**src/rtl/score_board.sv**
```systemverilog
// Guessing-game referee: captures per-channel |magic - guess| while counting,
// then scans the channels one per cycle to find the closest guess and any tie.
module score_board #(
  parameter  int NUM_USERS = 4,
  parameter  int CNT_W     = 8,
  parameter  int DIFF_W    = 5,
  localparam int WIN_W     = (NUM_USERS > 1) ? $clog2(NUM_USERS) : 1
) (
  input  logic                        Clk100M,
  input  logic                        rstN,
  input  logic                        start,
  input  logic                        stop,
  input  logic [CNT_W-1:0]            magicSymbolCount,
  input  logic [NUM_USERS*CNT_W-1:0]  userCount,
  input  logic                        resultAck,
  output logic [NUM_USERS*DIFF_W-1:0] difference,
  output logic [WIN_W-1:0]            winner,
  output logic                        tie,
  output logic                        resultValid,
  output logic                        busy
);

  localparam int AW = (CNT_W + 1 > DIFF_W) ? CNT_W + 1 : DIFF_W;
  localparam logic [AW-1:0]    SAT_MAX  = (AW'(1) << DIFF_W) - AW'(1);
  localparam logic [WIN_W-1:0] LAST_IDX = WIN_W'(NUM_USERS - 1);

  typedef enum logic [1:0] {S_IDLE, S_COUNT, S_SCAN, S_DONE} state_t;

  state_t              r_state;
  state_t              w_state_next;
  logic [DIFF_W-1:0]   r_diff [NUM_USERS];
  logic [DIFF_W-1:0]   w_sat  [NUM_USERS];
  logic [WIN_W-1:0]    r_idx;
  logic [DIFF_W-1:0]   r_min;
  logic [WIN_W-1:0]    r_winner;
  logic                r_tie;
  logic                r_valid;
  logic [DIFF_W-1:0]   w_cur;
  logic                w_scan_last;

  assign w_cur       = r_diff[r_idx];
  assign w_scan_last = (r_state == S_SCAN) && (r_idx == LAST_IDX);

  always_ff @(posedge Clk100M or negedge rstN) begin
    if (!rstN) r_state <= S_IDLE;
    else       r_state <= w_state_next;
  end

  always_comb begin
    w_state_next = r_state;
    case (r_state)
      S_IDLE:  if (start) w_state_next = S_COUNT;
      S_COUNT: if (start) w_state_next = S_COUNT;
               else if (stop) w_state_next = S_SCAN;
      S_SCAN:  if (start) w_state_next = S_COUNT;
               else if (w_scan_last) w_state_next = S_DONE;
      S_DONE:  if (start) w_state_next = S_COUNT;
               else if (resultAck) w_state_next = S_IDLE;
      default: w_state_next = S_IDLE;
    endcase
  end

  // Per-channel difference capture; the stop cycle's sample is deliberately dropped.
  generate
    for (genvar gi = 0; gi < NUM_USERS; gi++) begin : g_chan
      logic [CNT_W:0] w_m;
      logic [CNT_W:0] w_u;
      logic [CNT_W:0] w_abs;
      logic [AW-1:0]  w_abs_ext;

      assign w_m       = {1'b0, magicSymbolCount};
      assign w_u       = {1'b0, userCount[gi*CNT_W +: CNT_W]};
      assign w_abs     = (w_m >= w_u) ? (w_m - w_u) : (w_u - w_m);
      assign w_abs_ext = AW'(w_abs);
      assign w_sat[gi] = (w_abs_ext > SAT_MAX) ? DIFF_W'(SAT_MAX) : DIFF_W'(w_abs_ext);

      always_ff @(posedge Clk100M or negedge rstN) begin
        if (!rstN) begin
          r_diff[gi] <= '0;
        end else if (start) begin
          r_diff[gi] <= '0;
        end else if ((r_state == S_COUNT) && !stop) begin
          r_diff[gi] <= w_sat[gi];
        end
      end

      assign difference[gi*DIFF_W +: DIFF_W] = r_diff[gi];
    end
  endgenerate

  always_ff @(posedge Clk100M or negedge rstN) begin
    if (!rstN) begin
      r_idx    <= '0;
      r_min    <= '0;
      r_winner <= '0;
      r_tie    <= 1'b0;
      r_valid  <= 1'b0;
    end else if (start) begin
      r_idx    <= '0;
      r_min    <= '0;
      r_winner <= '0;
      r_tie    <= 1'b0;
      r_valid  <= 1'b0;
    end else begin
      case (r_state)
        S_SCAN: begin
          r_idx <= w_scan_last ? '0 : r_idx + WIN_W'(1);
          // A strictly smaller value restarts tie tracking; lower index wins equal minima.
          if ((r_idx == '0) || (w_cur < r_min)) begin
            r_min    <= w_cur;
            r_winner <= r_idx;
            r_tie    <= 1'b0;
          end else if (w_cur == r_min) begin
            r_tie <= 1'b1;
          end
          if (w_scan_last) r_valid <= 1'b1;
        end
        S_DONE: if (resultAck) r_valid <= 1'b0;
        default: ;
      endcase
    end
  end

  assign winner      = r_winner;
  assign tie         = r_tie;
  assign resultValid = r_valid;
  assign busy        = (r_state == S_COUNT) || (r_state == S_SCAN);

endmodule

```
**config.mk**
```make
export PLATFORM = sky130hd
export DESIGN_NAME = score_board
export DESIGN_NICKNAME = d
export VERILOG_FILES = /design/src/rtl/score_board.sv
export SDC_FILE = /design/constraint.sdc
export NUM_CORES = 1
export LEC_CHECK = 0
export ABC_AREA = 1
export ABC_CLOCK_PERIOD_IN_PS = 3000
export BUFFER_PORTS_ARGS = -buffer_cell sky130_fd_sc_hd__buf_2
export CAP_MARGIN = 15
export CORE_MARGIN = 2
export CORE_UTILIZATION = 40
export CTS_CLUSTER_SIZE = 14
export DETAILED_ROUTE_END_ITERATION = 8
export GPL_TIMING_DRIVEN = 1
export RECOVER_POWER = 25
export SLEW_MARGIN = 0
export SYNTH_ARGS = -nofsm -noshare
export SYNTH_HDL_FRONTEND = slang
export SYNTH_SLANG_ARGS = --single-unit
```
**constraint.sdc**
```tcl
create_clock -name Clk100M -period 3 [get_ports Clk100M]
set_input_delay 0.3 -clock Clk100M [delete_from_list [all_inputs] [get_ports Clk100M]]
set_output_delay 0.3 -clock Clk100M [all_outputs]
set_load 0.1 [all_outputs]
```
==> results.tsv <==
metric	value	unit
worst hold-check path type	in -> reg	
# rows	42	
clock buffer count from CTS	5	
CTS clk-pin slew, worst paths	0.05	ns
RSZ-0062 raised after global routing	no	
Hold Fails Final Rpt	0	
Leak	3.664	nW
commonest cells after routing, fill and taps aside	nand2_1, inv_1, ha_1	
unique cell type count in the Yosys netlist	40	
CTS Sinks	33	
Slew Viols, Final	34	
R2R Path Start	r_idx[0]$_DFFE_PN0P_	
num ports	70	
WP data arrival	2.63	ns
Min-Delay Path Depth	3	
cell chain of the critical path	inv_1 > nor2_1 > o22ai_1 > ha_1 > a21oi_1 > o221ai_1 > nand2_1 > nand2_1 > o22ai_1	
Routed WL	15220	µm
Routed Antenna Nets	0	
DP Cell Count	1131	
Overall Global Routing Usage	21.71	%
Final nets	1091	
slowest CP cell	dfrtp_1	
Layout Skew	0.005780	ns
minimum clock period	2.430	ns
H-tree levels	2	
Starting Density	41.04	%
Vias/cell	4.704	
Placed Area	0.005968	mm²
Post-synth ARST share	100.0	%
outcome	complete, but fails checks	
drt drc	0	
combinational family with the most area after synthesis	simple AND/OR/NAND/NOR gates	
width of the die	120.6	µm
worst r2r path cells	9	
Final Cycle Share	81.01	%
Yosys Warn Count	0	
setup TNS	0	ns
final setup fails	0	
Synth Area in XOR/XNOR	3.223	%
wire length per cell	13.36	µm
initial antenna violation count	0	
vias in the first global route	5320	
Via Count	5358	
DRT Pass-1 Iters	5	
compound-gate portion of the synthesized area	8.656	%
sequential share of the synthesized area	15.19	%
Congestion Overflow GR	0	
largest net degree at the start of global routing	34	
Syn Std Cell Area	0.005435	mm²
CP Class	reg -> reg	
Synthesized Nets	1021	
Die H	120.6	µm
Worst-Skew Late Latency	0.28	ns
Post-Synthesis Cells	892	
CTS max path bufs	2	
mean post-synth cell area	6.093	µm²
detailed placement HPWL	12610	µm
gpl congestion	0.8706	
#FFs+latches synth	33	
Core Region	0.01324	mm²
port bufs	69	
f_max	411.5	MHz
Hold Crit Endpoint	r_state[0]$_DFFE_PN0P_	
Post-CTS Resized	0	
CP startpoint kind	flip-flop	
post-route cell area	0.006140	mm²
global-route wire length before repair	25430	µm
Ant. Diodes	0	
Post-Synth Simple-Gate Area	40.35	%
Die ar.	0.01454	mm²
PwrDens	580.3	mW/mm²
Area growth, synth to finish	12.96	%
Worst VDD drop	0.3520	mV
Initial DRC Count	196	
commonest non-fill, non-tap cell in the layout	nand2_1	
dominant synthesized flop cell	dfrtp_1	
Post-Synth Adder-Cell Area	20.44	%
Crit. End Element	flip-flop	
Hold-fix buffers, CTS	0	
CTS tree	built	
non-filler cells in the finished layout	1139	
slowest stage delay, CP	0.50	ns
Setup Buffers After CTS	0	
FF-to-FF setup slack	0.57	ns
violated checks	max-capacitance violations, max-slew violations	
HP Start	start	
Slew headroom	-23.57	%
Post-synth EDFFs	0	
maxcap violations	1	
Worst R2R End	r_min[0]$_DFFE_PN0P_	
worst slew pin tran	1.854	ns
Req. time, crit path	3.20	ns
share of post-route cells with drive strength above 1	13.81	%
Clock Root Buffer	clkbuf_16	
mux cell area share after synthesis	0	%
fill count	1462	
CP Max Fanout	14	
Hold WS	0.3918	ns
-- how the worst max path moves through the flow --
stage                                    from                   endpoint  slack (ns)  depth (start not counted)
floorplan           difference[9]$_DFFE_PN0P_       r_min[1]$_DFFE_PN0P_        0.56                          9
global placement          magicSymbolCount[7]  difference[8]$_DFFE_PN0P_        0.46                         15
CTS                      r_idx[0]$_DFFE_PN0P_       r_min[0]$_DFFE_PN0P_        0.54                          9
detailed placement        magicSymbolCount[7]  difference[9]$_DFFE_PN0P_        0.45                         15
finish                   r_idx[0]$_DFFE_PN0P_       r_min[0]$_DFFE_PN0P_        0.57                          9
global route             r_idx[0]$_DFFE_PN0P_       r_min[3]$_DFFE_PN0P_        0.30                         11
-- metal layers --
layer / global-route usage (%) / share of wire (%) / wire length [µm] / vias up
met5: 0 / 0 / 0 / -
met4: 5.814 / 2.5 / 387 / 0
met3: 1.604 / 2.4 / 364 / 25
met2: 38.14 / 46 / 7072 / 84
met1: 28.67 / 49 / 7391 / 2339
li1: - / - / - / 2910
-- cell type report --
cell class	instances	area, µm²	share of cell area, %
inverter	157	589.3	9.599
timing repair buffer	74	381.6	6.216
sequential	33	825.8	13.45
clock buffer	7	142.6	2.323
tap	176	220.2	3.587
clock inverter	1	30.03	0.4891
multi-input combinational	691	3950	64.34
-- report_power, final --
part           switching, W  internal (W)  leakage [nW]
Sequential         0.000131      0.000564         0.440
Combinational       0.00171      0.000551          3.14
Clock              0.000191      0.000415        0.0841
-- per-stage QoR --
| step | util, % | setup slack, ns | power (W) |
|---|---|---|---|
| global route | 46.36 | 0.3047 | 0.003840 |
| global placement | 45.07 | 0.4611 | 0.002963 |
| CTS | 46.37 | 0.5363 | 0.003584 |
| detailed placement | 45.07 | 0.4512 | 0.002965 |
| finish | 46.36 | 0.5696 | 0.003563 |
| floorplan | - | 0.5575 | 0.002484 |
-- critical path, delay by kind of cell (launching register included) --
family | cells | cell delay (ns)
buffers and inverters | 1 | 0.36
AO/OA/AOI/OAI | 4 | 0.79
AND/OR/NAND/NOR | 3 | 0.42
flip-flops | 1 | 0.50
adder cells (fa/ha/maj) | 1 | 0.29
-- cells by family (layout without fill, tap and decap cells) --
kind of cell	after synthesis	after routing
flip-flops	33	33
adder cells (fa/ha/maj)	84	84
AND/OR/NAND/NOR	503	503
AO/OA/AOI/OAI	84	84
buffers and inverters	168	239
XOR/XNOR	20	20
-- registers in the layout, summed over array words and instances, names as in the netlist --
signal and count:
difference 20, r_min 5, r_idx 2, r_state 2
winner 2, resultValid 1, tie 1
-- synth_stat cells, types with 8 or more instances --
library cell	number	area share, %
xor2_1	17	2.7
ha_1	76	17
nand3_1	64	5.9
nand2_2	21	2.4
nor2_1	51	3.5
a21oi_1	28	2.6
o21ai_0	34	3.1
nand2_1	327	23
nand4_1	11	1.3
dfrtp_1	33	15
fa_1	8	2.9
nor2_2	10	1.2
inv_1	152	10
Power figures use the tool's default switching activity.
